[src/rtl/encoder8to3_seq.sv]
// ----------------------------------------------------------------------------
// encoder8to3_seq
//   Captures a multi-hot 8-bit request vector and returns the index of each
//   set bit as a 3-bit code, one code per accepted READY handshake. The order
//   is highest index first (MSB_FIRST=1) or lowest index first (MSB_FIRST=0).
//   All outputs are registered.
//
// Parameters
//   MSB_FIRST : 1 = emit highest pending index first, 0 = lowest first
//
// Ports
//   CLK   in   rising-edge clock
//   RST_N in   asynchronous active-low reset
//   REQ   in   [7:0] request vector, sampled on an accepted LOAD
//   LOAD  in   capture REQ (accepted only while idle)
//   READY in   consumer takes the current code when VALID=1
//   Y     out  [2:0] index of the current pending bit
//   VALID out  Y holds a valid code
//   BUSY  out  high while codes are being emitted
//   CNT   out  [3:0] number of pending bits not yet accepted (0-8)
//   DONE  out  one-cycle pulse after the last code is accepted
//   ERR   out  one-cycle pulse on an accepted LOAD with REQ=0
// ----------------------------------------------------------------------------
module encoder8to3_seq #(
    parameter int unsigned MSB_FIRST = 1
) (
    input  logic       CLK,
    input  logic       RST_N,
    input  logic [7:0] REQ,
    input  logic       LOAD,
    input  logic       READY,
    output logic [2:0] Y,
    output logic       VALID,
    output logic       BUSY,
    output logic [3:0] CNT,
    output logic       DONE,
    output logic       ERR
);

    typedef enum logic {
        S_IDLE,
        S_EMIT
    } state_e;

    state_e     state_q, state_d;
    logic [7:0] pend_q,  pend_d;
    logic [2:0] y_q,     y_d;
    logic       valid_q, valid_d;
    logic       busy_q,  busy_d;
    logic [3:0] cnt_q,   cnt_d;
    logic       done_q,  done_d;
    logic       err_q,   err_d;

    logic [7:0] pend_clr;

    // Priority pick: the last match in the scan wins, so scanning upward
    // yields the highest set index and scanning downward the lowest.
    function automatic logic [2:0] pick(input logic [7:0] v);
        logic [2:0] r;
        logic [2:0] idx;
        r = '0;
        for (int unsigned i = 0; i < 8; i++) begin
            if (MSB_FIRST != 0) begin
                idx = 3'(i);
            end else begin
                idx = 3'(7 - i);
            end
            if (v[idx]) begin
                r = idx;
            end
        end
        return r;
    endfunction

    function automatic logic [3:0] popcount(input logic [7:0] v);
        logic [3:0] c;
        c = '0;
        for (int unsigned i = 0; i < 8; i++) begin
            c = c + {3'b000, v[i]};
        end
        return c;
    endfunction

    always_ff @(posedge CLK or negedge RST_N) begin
        if (!RST_N) begin
            state_q <= S_IDLE;
            pend_q  <= '0;
            y_q     <= '0;
            valid_q <= 1'b0;
            busy_q  <= 1'b0;
            cnt_q   <= '0;
            done_q  <= 1'b0;
            err_q   <= 1'b0;
        end else begin
            state_q <= state_d;
            pend_q  <= pend_d;
            y_q     <= y_d;
            valid_q <= valid_d;
            busy_q  <= busy_d;
            cnt_q   <= cnt_d;
            done_q  <= done_d;
            err_q   <= err_d;
        end
    end

    // Pending set after removing the code currently presented on Y.
    assign pend_clr = pend_q & ~(8'd1 << y_q);

    always_comb begin
        state_d = state_q;
        pend_d  = pend_q;
        y_d     = y_q;
        valid_d = valid_q;
        busy_d  = busy_q;
        cnt_d   = cnt_q;
        done_d  = 1'b0;
        err_d   = 1'b0;

        case (state_q)
            S_IDLE: begin
                if (LOAD) begin
                    if (REQ != '0) begin
                        state_d = S_EMIT;
                        pend_d  = REQ;
                        y_d     = pick(REQ);
                        cnt_d   = popcount(REQ);
                        valid_d = 1'b1;
                        busy_d  = 1'b1;
                    end else begin
                        err_d   = 1'b1;
                    end
                end
            end
            S_EMIT: begin
                // VALID is always high here, so READY alone means acceptance.
                if (READY) begin
                    if (pend_clr == '0) begin
                        state_d = S_IDLE;
                        pend_d  = '0;
                        y_d     = '0;
                        cnt_d   = '0;
                        valid_d = 1'b0;
                        busy_d  = 1'b0;
                        done_d  = 1'b1;
                    end else begin
                        pend_d  = pend_clr;
                        y_d     = pick(pend_clr);
                        cnt_d   = cnt_q - 4'd1;
                    end
                end
            end
            default: begin
                state_d = S_IDLE;
            end
        endcase
    end

    assign Y     = y_q;
    assign VALID = valid_q;
    assign BUSY  = busy_q;
    assign CNT   = cnt_q;
    assign DONE  = done_q;
    assign ERR   = err_q;

endmodule

[config.mk]
export PLATFORM = sky130hd
export DESIGN_NAME = encoder8to3_seq
export DESIGN_NICKNAME = d
export VERILOG_FILES = /design/src/rtl/encoder8to3_seq.sv
export SDC_FILE = /design/constraint.sdc
export NUM_CORES = 1
export LEC_CHECK = 0
export BUFFER_PORTS_ARGS = -buffer_cell sky130_fd_sc_hd__buf_2
export CAP_MARGIN = 40
export CORE_MARGIN = 2
export CORE_UTILIZATION = 59
export CTS_CLUSTER_DIAMETER = 80
export CTS_CLUSTER_SIZE = 20
export DETAILED_ROUTE_END_ITERATION = 10
export PLACE_DENSITY = 0.94
export SLEW_MARGIN = 15
export SYNTH_ARGS = -nofsm -noshare
export SYNTH_HDL_FRONTEND = slang
export SYNTH_SLANG_ARGS = --single-unit
[constraint.sdc]
create_clock -name CLK -period 4.6 [get_ports CLK]
set_input_delay 0.92 -clock CLK [delete_from_list [all_inputs] [get_ports CLK]]
set_output_delay 0.92 -clock CLK [all_outputs]
set_load 0.01 [all_outputs]
* Word-level counts from Yosys, hierarchy flattened
Index checks and enable logic that the tools add are counted.
Operators by class: add/sub/neg operators 8, $lt $le $gt $ge 16, eq/ne operators 4, shift operators 1, mux-type cells 127, bitwise operators 3, reduce and logical (&&, ||, !) cells 4
Operators with widths (number):
- 3-bit 2-to-1 mux | 68
- 3-bit by 4-bit less-than comparator with 1-bit output, second input constant | 16
- 1-bit binary-select mux with 3-bit select | 16
- 8-bit 2-to-1 mux | 4
- 1-bit 2-to-1 mux | 30
- 4-bit by 1-bit adder with 4-bit output | 4
- 4-bit 2-to-1 mux | 4
- 8-bit case mux with 2 select lines | 1
- 8-bit bitwise AND | 1
- 8-bit zero test | 1
- 8-bit NOT | 1
- 4-bit case mux with 2 select lines | 1
- 8-bit nonzero test | 1
- 1-bit by 3-bit left shift with 8-bit output, first input constant | 1
- 2-bit != test, second input constant | 3
- 3-bit case mux with 2 select lines | 1
- 3-bit by 1-bit adder with 4-bit output | 1
- 1-bit case mux with 2 select lines | 2
- 4-bit AND reduction | 1
- 4-bit by 1-bit subtractor with 4-bit output, second input constant | 1
- 2-bit by 1-bit adder with 3-bit output | 1
- 3-bit AND reduction | 1
- 1-bit by 1-bit adder with 2-bit output | 1
- 2-bit by 1-bit != test with 1-bit output, second input constant | 1
- 1-bit NOT | 1
Storage, ports and cells: flip-flop bits (word level) 19, input bits 12, output and inout bits 11, word-level logic and storage cells 170

* Depth between registers and ports, before layout
Gate-level depths: netlist of the first run.
word-level depth 20, gate-level depth with buffers 12, mapped depth without buffers 12

* Least setup slack after synthesis of the first run
Ideal clock, no wire load.
kind input-to-reg, start in REQ[0], end reg cnt_q[1] (netlist: CNT[1]), arrival time 3.400 ns, required time 4.474 ns, slack 1.074 ns, stages 10, cell sequence fa_1 -> inv_1 -> fa_1 -> fa_1 -> inv_1 -> ha_1 -> inv_1 -> fa_1 -> inv_1 -> a221o_1
Between the ends: word-level cells in the longest chain between the ends 10, elaborated cells between the ends (all ways) 13
RTL lines:
- from (decl) | RTL line 29 | input logic [7:0] REQ,
- 1-bit by 1-bit adder with 2-bit output | RTL line 79 | c = c + {3'b000, v[i]};
- 2-bit by 1-bit adder with 3-bit output | RTL line 79
- 3-bit by 1-bit adder with 4-bit output | RTL line 79
- 4-bit by 1-bit adder with 4-bit output (4 in a row) | RTL line 79
- 4-bit 2-to-1 mux | RTL line 122 | if (REQ != '0) begin
- 4-bit 2-to-1 mux | RTL line 121 | if (LOAD) begin
- 4-bit case mux with 2 select lines | RTL line 119 | case (state_q)
- to (signal assigned) | RTL line 100 | cnt_q <= cnt_d;
- to (decl) | RTL line 50 | logic [3:0] cnt_q, cnt_d;
Parallel ways exist; a longest one is shown, timed or not. The select of a mux whose other input is x is not followed. A chain may end at the register's enable or synchronous reset.

* Final worst setup path of the first run
start in REQ[0], end reg cnt_q[2] (netlist: CNT[2])
The elaborated chain is that of the path after synthesis.

==> results.json, run 1 <==
{
  "syn_area_sq_um": 1358,
  "insertion_delay_ns": 0.31,
  "fillers": 168,
  "p_per_area_nw_per_um2": 608.4,
  "place_area_sq_um": 1473,
  "path_cells": "buf_2, fa_1, inv_1, fa_1, fa_1, inv_1, ha_1, inv_1, fa_1, xor2_1, nor3b_1, a21oi_1, o311ai_1",
  "regToRegStartpoint": "Y[0]$_DFFE_PN0P_",
  "worstSetupEndpointType": "register",
  "antenna_left": 0,
  "drt-initial-drc-count": 79,
  "cpMostUsedCell": "fa_1",
  "area_growth_pct": 10.88,
  "finalCriticalPeriod_ns": 3.553,
  "pin_count": 23,
  "start_util_pct": 61.96,
  "regToRegSetupSlack_ns": 2.12,
  "drt_wl_total_mm": 3.299,
  "synth_area_leader_cell": "dfrtp_1",
  "grt-ovfl-total": 0,
  "final.setup_skew_ns": 0.005423,
  "io_buffers": 22,
  "dp_hpwl_mm": 2.462,
  "cts_resized": 0,
  "cts_sinks": 19,
  "report.final.slew_viol_count": 0,
  "multiInputGateArea_sq_um": 773.2,
  "remaining_drc_errors": 0,
  "regToRegEndpoint": "CNT[0]$_DFFE_PN0P_",
  "worstPathRequired_ns": 4.78,
  "arrival_ns": 3.73,
  "design.core.area_sq_um": 2191,
  "ir_worst_vdd_mv": 0.3890,
  "leakagePower_nw": 0.7264,
  "fp.dieArea_sq_um": 2701,
  "grt_pass1_wl_mm": 5.299,
  "grt_antenna_before_repair": 0,
  "layout-drive-gt1-share_pct": 20.71,
  "layout.nets": 191,
  "ys_warn_count": 0,
  "postCtsHoldBufs": 0,
  "path_clk_slew_ns": 0.12,
  "grt_pass1_vias": 1173,
  "final_cell_mix": "23 x buf_2, 19 x dfrtp_1, 19 x inv_1, 13 x o21ai_0, 10 x nor2_1",
  "ys_ff_latch": 19,
  "crit_slowest_cell": "fa_1",
  "max_freq_mhz": 281.5,
  "path_class": "input pin to register",
  "avgSynthCellArea_sq_um": 9.173,
  "grt_setup_unrepaired": "no",
  "worst_pin_slew_ns": 0.6714,
  "die_h_um": 51.97,
  "drt-pass1-iter-count": 5,
  "fin_total_pwr_mw": 0.9157,
  "maxCapViolations": 0,
  "grt.total_usage_pct": 26.70,
  "setup_violations": 0,
  "ys.flop_type": "dfrtp_1",
  "hp-class": "input pin to async pin",
  "finalWeightedCongestion": 0.9189,
  "hold_viol": 0,
  "fp.dieW_um": 51.97,
  "fin_hold_ws_ns": 0.5170,
  "root_buffer": "clkbuf_4",
  "placement_rows": 17,
  "final_common_cell": "buf_2",
  "grt_max_degree": 20,
  "syn_nets": 169,
  "startpoint_type": "input pin",
  "fin_crit_sh_pct": 77.23,
  "synth_edf_count": 0,
  "synth_top_area_share_pct": 35.02,
  "slowest_delay_ns": 0.53,
  "synth-async-reset-ratio_pct": 100.0,
  "setup.worst_path.start": "REQ[0]",
  "cts_made_buffers": 3,
  "yosysSeqAreaShare_pct": 35.02,
  "vias": 1262,
  "synthCells": 148,
  "cp_max_fo": 3,
  "critPathCapture": "CNT[2]$_DFFE_PN0P_",
  "seq_area_sq_um": 475.5,
  "synth_area_leaders": "dfrtp_1 35%, fa_1 5.9%, inv_1 5.3%, o21ai_0 4.8%, ha_1 4.6%",
  "stdcell_area_sq_um": 1505,
  "synth.distinct_cells": 44,
  "cts_tree": "built",
  "max-slew-margin-rel_pct": 54.83,
  "cts_setup_buffers": 0,
  "cts_buffer_depth": 2,
  "ff2ff_path_depth": 5,
  "antenna_cells": 0,
  "tns_ns": 0,
  "vias_per_cell": 6.406,
  "wl_per_cell_um": 16.75,
  "status": "finished clean",
  "htree_num_levels": 1
}
metal layers:
metal / share of wire, % / track usage (%) / wire length (um)
met5: 0 / 0 / 0
met4: 2.8 / 11.40 / 94
met3: 7.6 / 3.161 / 251
met2: 49 / 45.15 / 1612
met1: 41 / 34.20 / 1340
cell type report:
type / instances / area share, %
timing repair buffer: 24 / 8.146
tap: 28 / 2.328
multi-input combinational: 103 / 51.37
clock inverter: 1 / 0.3325
inverter: 19 / 4.738
clock buffer: 3 / 1.496
sequential: 19 / 31.59
synth_stat cells (all sizes together), types with 2 or more instances:
library cell / number
dfrtp: 19
inv: 19
o21ai: 15
nor2: 10
a21oi: 9
nand2: 9
clkbuf: 5
ha: 5
nand2b: 5
fa: 4
mux2: 4
a22o: 3
a22oi: 3
nor3: 3
o22a: 3
a21boi: 2
a21o: 2
a221o: 2
a31oi: 2
buf: 2
o22ai: 2
o311ai: 2
o31ai: 2
through the flow:
step / setup slack, ns / util (%) / instances
after floorplan: 1.074 / - / 148
after global placement: 0.8542 / 66.88 / 191
after global routing: 0.9481 / 68.70 / 197
after CTS: 1.054 / 68.48 / 196
final: 1.047 / 68.70 / 197
after detailed placement: 0.7382 / 67.22 / 192
worst max-delay path, delay by kind of cell:
kind | cells | cell delay [ns]
compound gates | 2 | 0.24
buf+inv | 4 | 0.31
xor+xnor | 1 | 0.17
fa+ha+maj | 5 | 2.01
simple gates | 1 | 0.07
worst min-delay path by stage:
stage	cells past startpoint	end	slack, ns	from
final	1	Y[0]$_DFFE_PN0P_	0.52	RST_N
after CTS	1	CNT[3]$_DFFE_PN0P_	0.54	CNT[3]$_DFFE_PN0P_
after global routing	1	pend_q[5]$_DFFE_PN0P_	0.55	RST_N
after global placement	1	CNT[3]$_DFFE_PN0P_	0.50	CNT[3]$_DFFE_PN0P_
after floorplan	2	pend_q[6]$_DFFE_PN0P_	0.48	pend_q[6]$_DFFE_PN0P_
after detailed placement	1	CNT[3]$_DFFE_PN0P_	0.51	CNT[3]$_DFFE_PN0P_
power breakdown:
part | internal (mW) | switching [mW] | leakage [nW]
Clock | 0.0325 | 0.0584 | 0.0177
Sequential | 0.234 | 0.106 | 0.227
Combinational | 0.235 | 0.251 | 0.482
registers in the layout, indices dropped and copies added (netlist names):
register	cells
CNT	4
ERR	1
Y	3
BUSY	1
DONE	1
pend_q	8
state_q	1
cells by family after synthesis:
group / Yosys count / share of synthesized area, %
AO/OA/AOI/OAI: 54 / 28.85
XOR/XNOR: 1 / 0.6453
adder cells (fa/ha/maj): 9 / 10.51
buffers and inverters: 26 / 8.019
flip-flops: 19 / 35.02
multiplexers: 5 / 4.331
AND/OR/NAND/NOR: 34 / 12.63
(Power assumes the default switching activity.)
==> inputs of run 2 (changes only) <==
CORE_UTILIZATION = 55   (was 59)
PLACE_DENSITY = 0.89   (was 0.94)
clock period = 3.62 ns   (was 4.6 ns; I/O delays follow)
==> run 2 against run 1 <==
- clock power increased by 25%
- register-to-register slack got worse by 0.89 ns
- global-route usage decreased by 2.2 points
- non-clock buffer count unchanged
- combinational power increased by 24%
- sequential share of layout area decreased by 0.10 points
- clock skew decreased by 0.0016 ns
- sequential power increased by 27%
- flip-flop and latch count unchanged
- critical endpoint unchanged
==> results.json, run 2 (synthesis gave the netlist of run 1 again) <==
{
  "startpoint_type": "input pin",
  "fillers": 197,
  "worstSetupEndpointType": "register",
  "setup_violations": 0,
  "drt-initial-drc-count": 52,
  "io_buffers": 22,
  "pin_count": 23,
  "vias": 1202,
  "cts_sinks": 19,
  "layout-drive-gt1-share_pct": 20.71,
  "cp_top_family": "adder cells",
  "start_util_pct": 56.33,
  "dp_hpwl_mm": 2.374,
  "top_register": "pend_q",
  "insertion_delay_ns": 0.31,
  "cp_max_fo": 3,
  "area_growth_pct": 11.24,
  "status": "finished clean",
  "grt_setup_unrepaired": "no",
  "grt-ovfl-total": 0,
  "antenna_cells": 0,
  "hold_viol": 0,
  "cts_resized": 0,
  "wl_per_cell_um": 15.60,
  "placement_rows": 18,
  "cts_buffer_depth": 2,
  "layout.nets": 191,
  "vias_per_cell": 6.040,
  "antenna_left": 0,
  "seq_area_sq_um": 475.5,
  "die_h_um": 53.68,
  "postCtsHoldBufs": 0,
  "grt_antenna_before_repair": 0,
  "grt_pass1_wl_mm": 5.043,
  "report.final.slew_viol_count": 0,
  "worst_pin_slew_ns": 0.5916,
  "design.core.area_sq_um": 2410,
  "cts_setup_buffers": 0,
  "multiInputGateArea_sq_um": 773.2,
  "root_buffer": "clkbuf_4",
  "dpl_worst_slack_ns": -0.03888,
  "fin_crit_sh_pct": 91.48,
  "final_common_cell": "buf_2",
  "fp.dieArea_sq_um": 2882,
  "setup_ws_ns": 0.3084,
  "cts_tree": "built",
  "p_per_area_nw_per_um2": 759.3,
  "fp.dieW_um": 53.68,
  "ir_worst_vdd_mv": 0.4185,
  "cts_made_buffers": 3,
  "tns_ns": 0,
  "drt-pass1-iter-count": 4,
  "leakagePower_nw": 0.7273,
  "largest_reg_flops": 8,
  "hp-class": "input pin to async pin",
  "grt.total_usage_pct": 24.46,
  "arrival_ns": 3.48,
  "final_cell_mix": "22 x buf_2, 19 x dfrtp_1, 19 x inv_1, 13 x o21ai_0, 10 x nor2_1",
  "final.setup_skew_ns": 0.003840,
  "grt_max_degree": 20,
  "path_class": "input pin to register",
  "remaining_drc_errors": 0,
  "max_freq_mhz": 302.0,
  "cpMostUsedCell": "fa_1",
  "max-slew-margin-rel_pct": 60.43,
  "grt_pass1_vias": 1162,
  "finalWeightedCongestion": 0.9271,
  "worstPathRequired_ns": 3.79,
  "finalCriticalPeriod_ns": 3.312,
  "cp_num_buf_inv": 4,
  "maxCapViolations": 0,
  "path_cells": "buf_2, fa_1, inv_1, fa_1, fa_1, inv_1, ha_1, inv_1, fa_1, xor2_1, nor3b_1, a21oi_1, o311ai_1",
  "path_clk_slew_ns": 0.12,
  "drt_wl_total_mm": 3.105,
  "htree_num_levels": 1,
  "crit_slowest_cell": "fa_1",
  "fin_hold_ws_ns": 0.3290,
  "slowest_delay_ns": 0.54
}
==> run 2: routing by layer <==
layer	part of all wire, %	track usage [%]	wire, um	vias to the layer above
met4	1.2	11.54	37	0
met3	7.1	4.444	221	6
li1	-	-	-	571
met1	42	30.82	1302	571
met2	50	40.24	1544	54
met5	0	0	0	-
==> run 2: worst paths after layout <==
| kind | start | endpoint | slack (ns) | cells after the start |
|---|---|---|---|---|
| worst max-delay path | REQ[0] | CNT[2]$_DFFE_PN0P_ | 0.31 | 13 |
| worst min-delay path | RST_N | pend_q[3]$_DFFE_PN0P_ | 0.33 | 1 |
| worst max register to register | Y[0]$_DFFE_PN0P_ | CNT[3]$_DFFE_PN0P_ | 1.23 | 5 |
| worst min register to register | CNT[3]$_DFFE_PN0P_ | CNT[3]$_DFFE_PN0P_ | 0.53 | 1 |
| max in group asynchronous | RST_N | CNT[2]$_DFFE_PN0P_ | 3.00 | 1 |
| min in group CLK | CNT[3]$_DFFE_PN0P_ | CNT[3]$_DFFE_PN0P_ | 0.53 | 1 |
==> run 2: through the flow <==
stage               total power, mW  utilization (%)  cell area (sq um)  instances
finish                        1.147            62.67               1510        199
CTS                           1.145            62.67               1510        199
detailed placement            1.028            61.53               1483        195
global placement             0.9979            61.53               1483        195
global route                  1.242            62.67               1510        199
floorplan                    0.8730                -               1358        148
==> run 2: report_power, final <==
part	internal [mW]	total [mW]	switching (mW)
Clock	0.0413	0.114	0.0724
Combinational	0.297	0.602	0.304
Sequential	0.297	0.431	0.134
==> run 2: area by class of cell <==
class | instances | area share, %
inverter | 19 | 4.722
clock buffer | 3 | 1.491
timing repair buffer | 24 | 8.285
clock inverter | 1 | 0.3314
multi-input combinational | 103 | 51.20
sequential | 19 | 31.48
tap | 30 | 2.485
==> inputs of run 3 (changes only) <==
CTS_BUF_LIST = sky130_fd_sc_hd__clkbuf_16   (was not set)
==> run 3 against run 2 <==
- die area unchanged
- design area is 3.5% higher
- sequential power about the same
- critical path type unchanged
- highest routed layer unchanged
==> results.json, run 3 (synthesis gave the netlist of run 1 again) <==
{
  "area_growth_pct": 15.12,
  "report.final.slew_viol_count": 0,
  "worstPathRequired_ns": 3.73,
  "utilization_pct": 64.85,
  "path_class": "input pin to register",
  "placement_rows": 18,
  "io_buffers": 22,
  "pin_count": 23,
  "design.core.area_sq_um": 2410,
  "fp.dieW_um": 53.68,
  "leakagePower_nw": 0.7505,
  "cts_setup_buffers": 0,
  "cts_made_buffers": 3,
  "wl_per_cell_um": 15.94,
  "postCtsHoldBufs": 0,
  "drt-initial-drc-count": 42,
  "layout-drive-gt1-share_pct": 20.71,
  "drt-pass1-iter-count": 4,
  "worstSetupEndpointType": "register",
  "ir_worst_vdd_mv": 0.5705,
  "die_h_um": 53.68,
  "fin_crit_sh_pct": 93.26,
  "grt-ovfl-total": 0,
  "grt_pass1_vias": 1180,
  "status": "finished clean",
  "startpoint_type": "input pin",
  "ff2ff_path_depth": 5,
  "worst_pin_slew_ns": 0.5858,
  "grt.total_usage_pct": 26.10,
  "fin_total_pwr_mw": 1.270,
  "layout.nets": 191,
  "grt_pass1_wl_mm": 5.271,
  "hold_viol": 0,
  "start_util_pct": 56.33,
  "max-slew-margin-rel_pct": 60.82,
  "max_freq_mhz": 296.2,
  "cts_tree": "built",
  "final.setup_skew_ns": 0.003856,
  "cts_buffer_depth": 2,
  "maxCapViolations": 0,
  "hp-class": "input pin to async pin",
  "largest_reg_flops": 8,
  "setup_violations": 0,
  "drt_wl_total_mm": 3.172,
  "grt_setup_unrepaired": "no",
  "final_cell_mix": "22 x buf_2, 19 x dfrtp_1, 19 x inv_1, 13 x o21ai_0, 10 x nor2_1",
  "vias": 1193,
  "dp_hpwl_mm": 2.374,
  "vias_per_cell": 5.995,
  "finalWeightedCongestion": 0.9271,
  "fp.dieArea_sq_um": 2882,
  "path_clk_slew_ns": 0.06,
  "p_per_area_nw_per_um2": 812.8,
  "root_buffer": "clkbuf_16",
  "top_register": "pend_q",
  "htree_num_levels": 1,
  "grt_max_degree": 20,
  "antenna_left": 0,
  "cp_max_fo": 3,
  "cts_sinks": 19,
  "remaining_drc_errors": 0,
  "insertion_delay_ns": 0.26,
  "cts_resized": 0,
  "antenna_cells": 0,
  "finalCriticalPeriod_ns": 3.376,
  "arrival_ns": 3.49,
  "grt_antenna_before_repair": 0,
  "final_common_cell": "buf_2"
}
[run 3: cell counts in the layout (fill, tap and decap cells not counted)]
Identical to the previous run, type by type.
[run 3: per-stage QoR]
stage / std cells / setup slack (ns) / TNS [ns] / area, sq um / hold WS (ns)
floorplan: 148 / 0.2902 / 0 / 1358 / 0.4284
global placement: 195 / 0.07997 / 0 / 1483 / 0.5050
detailed placement: 195 / -0.03888 / -0.03888 / 1483 / 0.5073
CTS: 199 / 0.2249 / 0 / 1563 / 0.4181
global route: 199 / 0.08201 / 0 / 1563 / 0.4412
finish: 199 / 0.2441 / 0 / 1563 / 0.3973
[run 3: path summary, 6_finish.rpt]
| check | from | to | slack (ns) |
|---|---|---|---|
| max in group asynchronous | RST_N | pend_q[0]$_DFFE_PN0P_ | 2.92 |
| setup reg to reg | Y[0]$_DFFE_PN0P_ | CNT[3]$_DFFE_PN0P_ | 1.23 |
| min in group CLK | CNT[3]$_DFFE_PN0P_ | CNT[3]$_DFFE_PN0P_ | 0.52 |
| hold reg to reg | CNT[3]$_DFFE_PN0P_ | CNT[3]$_DFFE_PN0P_ | 0.52 |
| hold / removal | RST_N | Y[1]$_DFFE_PN0P_ | 0.40 |
| setup / recovery | REQ[0] | CNT[2]$_DFFE_PN0P_ | 0.24 |
[run 3: area by class of cell]
type                       instances  area [sq um]
multi-input combinational        103         773.2
sequential                        19         475.5
fill                             186         847.1
inverter                          19         71.32
timing repair buffer              24         125.1
clock buffer                       3         75.07
clock inverter                     1         5.005
tap                               30         37.54
[run 3: layer usage]
layer,track usage [%],vias to the layer above,wire length [um]
met5,0,-,0
met4,13.68,0,69
met3,6.111,9,235
met2,44.31,60,1581
met1,30.30,552,1285
li1,-,572,-
[run 3: critical path, stage by stage]
cell and delay, ns:
buf_2 0.13, fa_1 0.54, inv_1 0.05, fa_1 0.50, fa_1 0.42, inv_1 0.07, ha_1 0.16, inv_1 0.06
fa_1 0.37, xor2_1 0.15, nor3b_1 0.07, a21oi_1 0.14, o311ai_1 0.12
[run 3: report_power, final]
part / internal, mW / switching [mW]
Sequential: 0.298 / 0.136
Clock: 0.148 / 0.0847
Combinational: 0.298 / 0.306
